### src/rtl/crc_multi_arb.sv
// N-channel round-robin arbiter in front of one shared MSB-first CRC engine.
// Define CRC_ARB_TIMEOUT_EN to force-release an owner that stays idle for HOLD_MAX cycles.
module crc_multi_arb #(
  parameter int unsigned      N_CH     = 2,
  parameter int unsigned      DATA_W   = 8,
  parameter int unsigned      CRC_W    = 16,
  parameter logic [CRC_W-1:0] POLY     = 16'h1021,
  parameter logic [CRC_W-1:0] INIT     = 16'hFFFF,
  parameter int unsigned      HOLD_MAX = 255
) (
  input  logic                     clk,
  input  logic                     rst_n,
  input  logic [N_CH-1:0]          req,
  input  logic [N_CH-1:0]          rel,
  input  logic [N_CH-1:0]          init,
  input  logic [N_CH*DATA_W-1:0]   data,
  input  logic [N_CH-1:0]          dv,
  output logic [N_CH-1:0]          grant,
  output logic                     busy,
  output logic [CRC_W-1:0]         crc_out,
  output logic [N_CH-1:0]          drop,
  output logic                     timeout
);

  localparam int unsigned IDX_W = (N_CH > 1) ? $clog2(N_CH) : 1;
  localparam logic [0:0]  S_IDLE  = 1'b0;
  localparam logic [0:0]  S_OWNED = 1'b1;

  logic [0:0]        state_q, state_d;
  logic [N_CH-1:0]   grant_q, grant_d;
  logic              busy_q, busy_d;
  logic [IDX_W-1:0]  rr_q, rr_d;
  logic [CRC_W-1:0]  crc_q, crc_d;
  logic [N_CH-1:0]   drop_q, drop_d;
  logic              own_init, own_dv, own_rel, own_req, to_hit;
  logic [DATA_W-1:0] own_data;
  logic              found;
  logic [IDX_W-1:0]  pick;

  // One unrolled LFSR pass over DATA_W bits, MSB first.
  function automatic logic [CRC_W-1:0] crc_step(input logic [CRC_W-1:0] c_in,
                                                input logic [DATA_W-1:0] d);
    logic [CRC_W-1:0] c;
    logic             fb;
    c = c_in;
    for (int b = DATA_W - 1; b >= 0; b--) begin
      fb = c[CRC_W-1] ^ d[b];
      c  = {c[CRC_W-2:0], 1'b0} ^ (fb ? POLY : '0);
    end
    return c;
  endfunction

  // grant_q is one-hot of the owner (zero in IDLE), so it doubles as the owner mask.
  assign own_init = |(init & grant_q);
  assign own_dv   = |(dv & grant_q);
  assign own_rel  = |(rel & grant_q);
  assign own_req  = |(req & grant_q);

  always_comb begin
    own_data = '0;
    for (int i = 0; i < int'(N_CH); i++) begin
      own_data = own_data | (data[i*DATA_W +: DATA_W] & {DATA_W{grant_q[i]}});
    end
  end

  // First requesting channel at or after the round-robin pointer.
  always_comb begin
    int unsigned cand;
    found = 1'b0;
    pick  = '0;
    for (int unsigned i = 0; i < N_CH; i++) begin
      cand = (32'(rr_q) + i) % N_CH;
      if (!found && req[cand]) begin
        found = 1'b1;
        pick  = IDX_W'(cand);
      end
    end
  end

`ifdef CRC_ARB_TIMEOUT_EN
  localparam int unsigned CNT_W = $clog2(HOLD_MAX + 1) + 1;

  logic [CNT_W-1:0] cnt_q, cnt_d;
  logic             timeout_q;

  // Idle counter only runs while owned; cleared by strobes and while idle.
  always_comb begin
    cnt_d  = '0;
    to_hit = 1'b0;
    if (state_q == S_OWNED && !(own_init || own_dv)) begin
      cnt_d  = (cnt_q == CNT_W'(HOLD_MAX)) ? cnt_q : cnt_q + 1'b1;
      to_hit = (cnt_d == CNT_W'(HOLD_MAX));
    end
  end

  always_ff @(posedge clk) begin
    if (!rst_n) begin
      cnt_q     <= '0;
      timeout_q <= 1'b0;
    end else begin
      cnt_q     <= cnt_d;
      timeout_q <= to_hit;
    end
  end

  assign timeout = timeout_q;
`else
  assign to_hit  = 1'b0;
  assign timeout = 1'b0;
`endif

  always_comb begin
    state_d = state_q;
    grant_d = grant_q;
    busy_d  = busy_q;
    rr_d    = rr_q;
    crc_d   = crc_q;
    drop_d  = (init | dv) & ~grant_q;
    case (state_q)
      S_IDLE: begin
        if (found) begin
          state_d = S_OWNED;
          grant_d = N_CH'(1) << pick;
          busy_d  = 1'b1;
          rr_d    = (pick == IDX_W'(N_CH - 1)) ? '0 : pick + 1'b1;
        end
      end
      S_OWNED: begin
        if (own_dv) begin
          crc_d = crc_step(own_init ? INIT : crc_q, own_data);
        end else if (own_init) begin
          crc_d = INIT;
        end
        if (own_rel || !own_req || to_hit) begin
          state_d = S_IDLE;
          grant_d = '0;
          busy_d  = 1'b0;
        end
      end
      default: begin
        state_d = S_IDLE;
        grant_d = '0;
        busy_d  = 1'b0;
      end
    endcase
  end

  always_ff @(posedge clk) begin
    if (!rst_n) begin
      state_q <= S_IDLE;
      grant_q <= '0;
      busy_q  <= 1'b0;
      rr_q    <= '0;
      crc_q   <= INIT;
      drop_q  <= '0;
    end else begin
      state_q <= state_d;
      grant_q <= grant_d;
      busy_q  <= busy_d;
      rr_q    <= rr_d;
      crc_q   <= crc_d;
      drop_q  <= drop_d;
    end
  end

  assign grant   = grant_q;
  assign busy    = busy_q;
  assign crc_out = crc_q;
  assign drop    = drop_q;

endmodule

### config.mk
export PLATFORM = sky130hd
export DESIGN_NAME = crc_multi_arb
export DESIGN_NICKNAME = d
export VERILOG_FILES = /design/src/rtl/crc_multi_arb.sv
export SDC_FILE = /design/constraint.sdc
export NUM_CORES = 1
export LEC_CHECK = 0
export ABC_CLOCK_PERIOD_IN_PS = 5200
export BUFFER_PORTS_ARGS = -buffer_cell sky130_fd_sc_hd__buf_2
export CORE_MARGIN = 5
export CORE_UTILIZATION = 30
export DETAILED_ROUTE_END_ITERATION = 8
export PLACE_DENSITY = 0.56
export SETUP_SLACK_MARGIN = 0.2
export SLEW_MARGIN = 20
export SYNTH_ARGS = -nofsm -noshare
export SYNTH_HDL_FRONTEND = slang
export SYNTH_SLANG_ARGS = --single-unit
export TNS_END_PERCENT = 1
### constraint.sdc
create_clock -name clk -period 5.2 [get_ports clk]
set_input_delay 0.26 -clock clk [delete_from_list [all_inputs] [get_ports clk]]
set_output_delay 0.26 -clock clk [all_outputs]
set_load 0.05 [all_outputs]
==> flow_results.org <==
** Outcome
- The flow ran to the end, and the final reports show no timing, DRC or antenna violations.

** Worst setup path
- Of all nets on the critical path, the largest fanout is 20.
- The worst register-to-register path ends at crc_out[7]$_SDFFE_PN1P_.
- Crit path required time :: between 5 and 6 ns
- R2r worst-path depth :: 5
- In this run the register-to-register setup slack is approximately 2.7 ns.
- For the worst setup path, the data arrival time is about 2.6 ns.
- The worst setup path is launched from a flop.
- Worst setup path startpoint :: grant[0]$_SDFFE_PN0P_
- In this run the critical register-to-register path is launched from grant[0]$_SDFFE_PN0P_.
- STA classifies the critical path endpoint as a flop.
- Critical path class :: flop to flop

** STA
- Measured against its own limit, the worst slew margin works out to a little under two fifths.
- After layout, the minimum clock period comes to ~2.5 ns.
- Setup repair after global routing left no endpoint under its margin.
- On the final layout, the worst clock skew is ~0.0017 ns.
- Static timing analysis puts the maximum clock frequency at just over 0.4 GHz.
- Final Hold Vio Count :: 0
- The total count of max-transition violations in the final report came to 0.
- Final setup TNS :: 0 ns
- Final setup violating endpoints :: 0
- Period utilisation layout :: a little under half
- Tightest Pin Transition :: 0.928 ns

** Floorplan
- The die is roughly 84 um wide.
- Die span in y :: ~84 um
- Number of core rows :: 26
- After floorplanning, the core was sized to cover between 5000 and 6000 sq um.
- Die outline area :: between 6000 and 7000 sq um
- Pin placement for this block handled 48 I/O pins.
- Initial Util :: between 30% and 40%

** CTS
- The clock net in this run drives a total of 23 sinks.
- CTS tree :: yes
- H-tree levels :: 1
- Clock latency on the worst-skew pair, taken at its later pin, is roughly 0.27 ns.
- Setup bufs post-CTS :: 0
- In this run, post-CTS hold repair placed 0 buffers.
- The root buffer cell chosen for the clock tree is sky130_fd_sc_hd__clkbuf_8.
- Clock transition time at the flip-flop clock pins of the worst setup and hold paths :: 0.09 ns
- In this run, CTS created clock tree buffers numbering 3.
- CTS max path bufs :: 2
- Post_cts resized :: 0

** Drt
- For this block, the routed nets add up to 4570 um of wire.
- Summing over every cut layer, the via total after detailed routing is ~1500.
- In the routed design, unresolved DRC markers number 0.
- Number of iterations in the first detailed-routing pass :: 6
- Routed len/inst :: 15.1 um
- Number of vias per cell :: a little over 5
- ANT nets after route :: 0
- Iteration-0 DRC count of the detailed router :: 96

** Yosys
- Mean instance size in the synthesized netlist :: between 8 and 9 sq um
- Of all flip-flops after synthesis, the portion carrying an async set or reset was 0%.
- Adder and majority gate portion of the synthesized area :: 0%
- Summing the sequential cell areas from Yosys gives about 28% of the chip area.
- Post-Synth Simple-Gate Area :: approximately a fifth
- Most used standard cells in the synthesized netlist :: 23 x sky130_fd_sc_hd__dfxtp_1, 22 x sky130_fd_sc_hd__nor2_1, 18 x sky130_fd_sc_hd__o21ai_0, 14 x sky130_fd_sc_hd__nand2_1, 14 x sky130_fd_sc_hd__xnor2_1
- The synthesized netlist devotes 27.8% of its cell area to compound gates.
- After Yosys synthesis, XOR and XNOR cells account for 16.0% of the synthesized area.
- Main area contributors after synthesis :: sky130_fd_sc_hd__dfxtp_1 28%, sky130_fd_sc_hd__xnor2_1 7.5%, sky130_fd_sc_hd__o21ai_0 5.5%
- Area fraction of the dominant cell type after synthesis :: between 20% and 30%
- Number of different library cells in the post-synthesis netlist :: 46
- After synthesis the netlist holds a flip-flop and latch count of 23.
- The cell count after synthesis came out at just under 200.
- Of the post-synthesis cell area, the part taken by muxes is less than 1%.
- By instance count, the leading cell after synthesis is sky130_fd_sc_hd__dfxtp_1.
- In the synthesized netlist the dominant register cell turns out to be sky130_fd_sc_hd__dfxtp_1.
- Yosys mapped a number of flops with a built-in enable equal to 0.
- Warning count from the yosys run :: 0
- By area, the combinational part of the netlist is dominated by compound AO/OA/AOI/OAI gates.
- Area of the mapped netlist :: between 1500 and 2000 sq um
- Library cell occupying the most area in the post-synthesis netlist :: sky130_fd_sc_hd__dfxtp_1
- Syn nets :: between 200 and 250

** Final layout
- The net count of the finished layout is 260.
- From synthesis to final layout, the design area changed by 16.2%.
- Proportion of layout cells with a drive suffix above 1 :: 24.9%
- # fillers :: between 500 and 600
- ANT cells :: 0

** Power and ir drop
- Overall power consumption after layout is estimated at 0.454 mW.
- For this design the ratio of total power to cell area is around 240 nW/um^2.
- Reported leakage power :: just under 0.8 nW
- Max rail drop VDD :: 0.000121 V

** Hold path
- Hold endpoint :: drop[1]$_SDFF_PN0_
- Along the worst hold path, the cell count comes to 3.
- Worst Min Path Start :: dv[1]
- Classification of the worst-slack hold path :: input port to flop

** Global route
- Via count of the first global-routing pass :: between 1500 and 2000
- Entering global routing, the biggest net connects 21 pins.
- After global routing the overflow that remains totals 0.
- Number of antenna violations at the first check in global routing :: 0
- Across every metal layer, demand over resource in global routing totals 13.4%.
- The first global-routing pass estimated approximately 7800 um of wire.

** Flow run
- Max-cap violations in this run came to 0.

** Place
- Detailed placement ended at an HPWL of approximately 3400 um.
- At the end of routability-driven placement, the weighted congestion stood at just over 0.8.
- During placement, the flow inserted port buffers numbering between 40 and 50.
## worst max-delay path by stage
stage / to / slack, ns
5_1_grt: crc_out[7]$_SDFFE_PN1P_ / 2.52
6_report: crc_out[7]$_SDFFE_PN1P_ / 2.73
3_5_place_dp: crc_out[7]$_SDFFE_PN1P_ / 2.80
3_3_place_gp: crc_out[7]$_SDFFE_PN1P_ / 2.92
2_1_floorplan: crc_out[7]$_SDFFE_PN1P_ / 3.11
4_1_cts: crc_out[7]$_SDFFE_PN1P_ / 2.79
## layer usage
| metal | wire length (um) | global-route usage, % |
|---|---|---|
| met5 | 0 | 0 |
| met4 | 55 | 3.36 |
| met3 | 360 | 4.24 |
| met2 | 1920 | 19.7 |
| met1 | 2230 | 18.9 |
## layout make-up
cell class	count	area (sq um)	area share, %
clock buffers	3	41.3	2.18
clock inverters	1	5.00	0.265
inverters	2	7.51	0.397
multi-input cells	158	1060	56.0
flip-flops and latches	23	460	24.4
well taps	70	87.6	4.63
repair buffers	46	230	12.2
## metrics by stage
| step | area (sq um) | hold WS, ns | cells | util (%) | setup slack [ns] |
|---|---|---|---|---|---|
| 6_report | 1890 | 0.262 | 303 | 36.6 | 2.73 |
| 5_1_grt | 1890 | 0.276 | 303 | 36.6 | 2.52 |
| 4_1_cts | 1890 | 0.254 | 303 | 36.6 | 2.79 |
| 3_5_place_dp | 1840 | 0.486 | 299 | 35.7 | 2.80 |
| 3_3_place_gp | 1840 | 0.479 | 299 | 35.7 | 2.92 |
| 2_1_floorplan | 1630 | 0.405 | 198 | - | 3.11 |
## state kept, by name, summed over array words and instances (netlist names)
name and flops:
rr_q 1, busy 1, crc_out 16, drop 2, state_q 1, grant 2
## power by group
part	switching, mW	internal (mW)	total (mW)	leakage [nW]
combinational	0.0854	0.0520	0.137	0.558
clock	0.0628	0.0536	0.116	0.0255
sequential	0.0148	0.185	0.200	0.188
## cell families (layout without fill, tap and decap cells)
| kind of cell | after synthesis | after routing |
|---|---|---|
| xor gates and xnor gates | 25 | 25 |
| AOI/OAI and AO/OA | 64 | 64 |
| muxes | 1 | 1 |
| DFF | 23 | 23 |
| and+or+nand+nor | 67 | 67 |
| buffers and inverters | 17 | 52 |
| other | 1 | 1 |
## cells in the final DEF (no fill, tap or decap), types with 4 or more instances in the layout
cell	instances
sky130_fd_sc_hd__dfxtp_1	23
sky130_fd_sc_hd__a21oi_1	11
sky130_fd_sc_hd__nor3_1	8
sky130_fd_sc_hd__nor2_1	22
sky130_fd_sc_hd__o21ai_0	18
sky130_fd_sc_hd__buf_2	46
sky130_fd_sc_hd__a22oi_1	8
sky130_fd_sc_hd__o22ai_2	4
sky130_fd_sc_hd__o211ai_1	4
sky130_fd_sc_hd__xnor2_1	14
sky130_fd_sc_hd__xor2_1	8
sky130_fd_sc_hd__nand2_1	14
## worst max-delay path, stage by stage (launching register included)
cell and delay, ns:
sky130_fd_sc_hd__dfxtp_1 0.51, sky130_fd_sc_hd__a22oi_1 0.83, sky130_fd_sc_hd__nand2_1 0.17, sky130_fd_sc_hd__xor2_1 0.20, sky130_fd_sc_hd__or4_1 0.52, sky130_fd_sc_hd__o311a_1 0.14
Note: power is estimated with default switching activity, not from simulation.
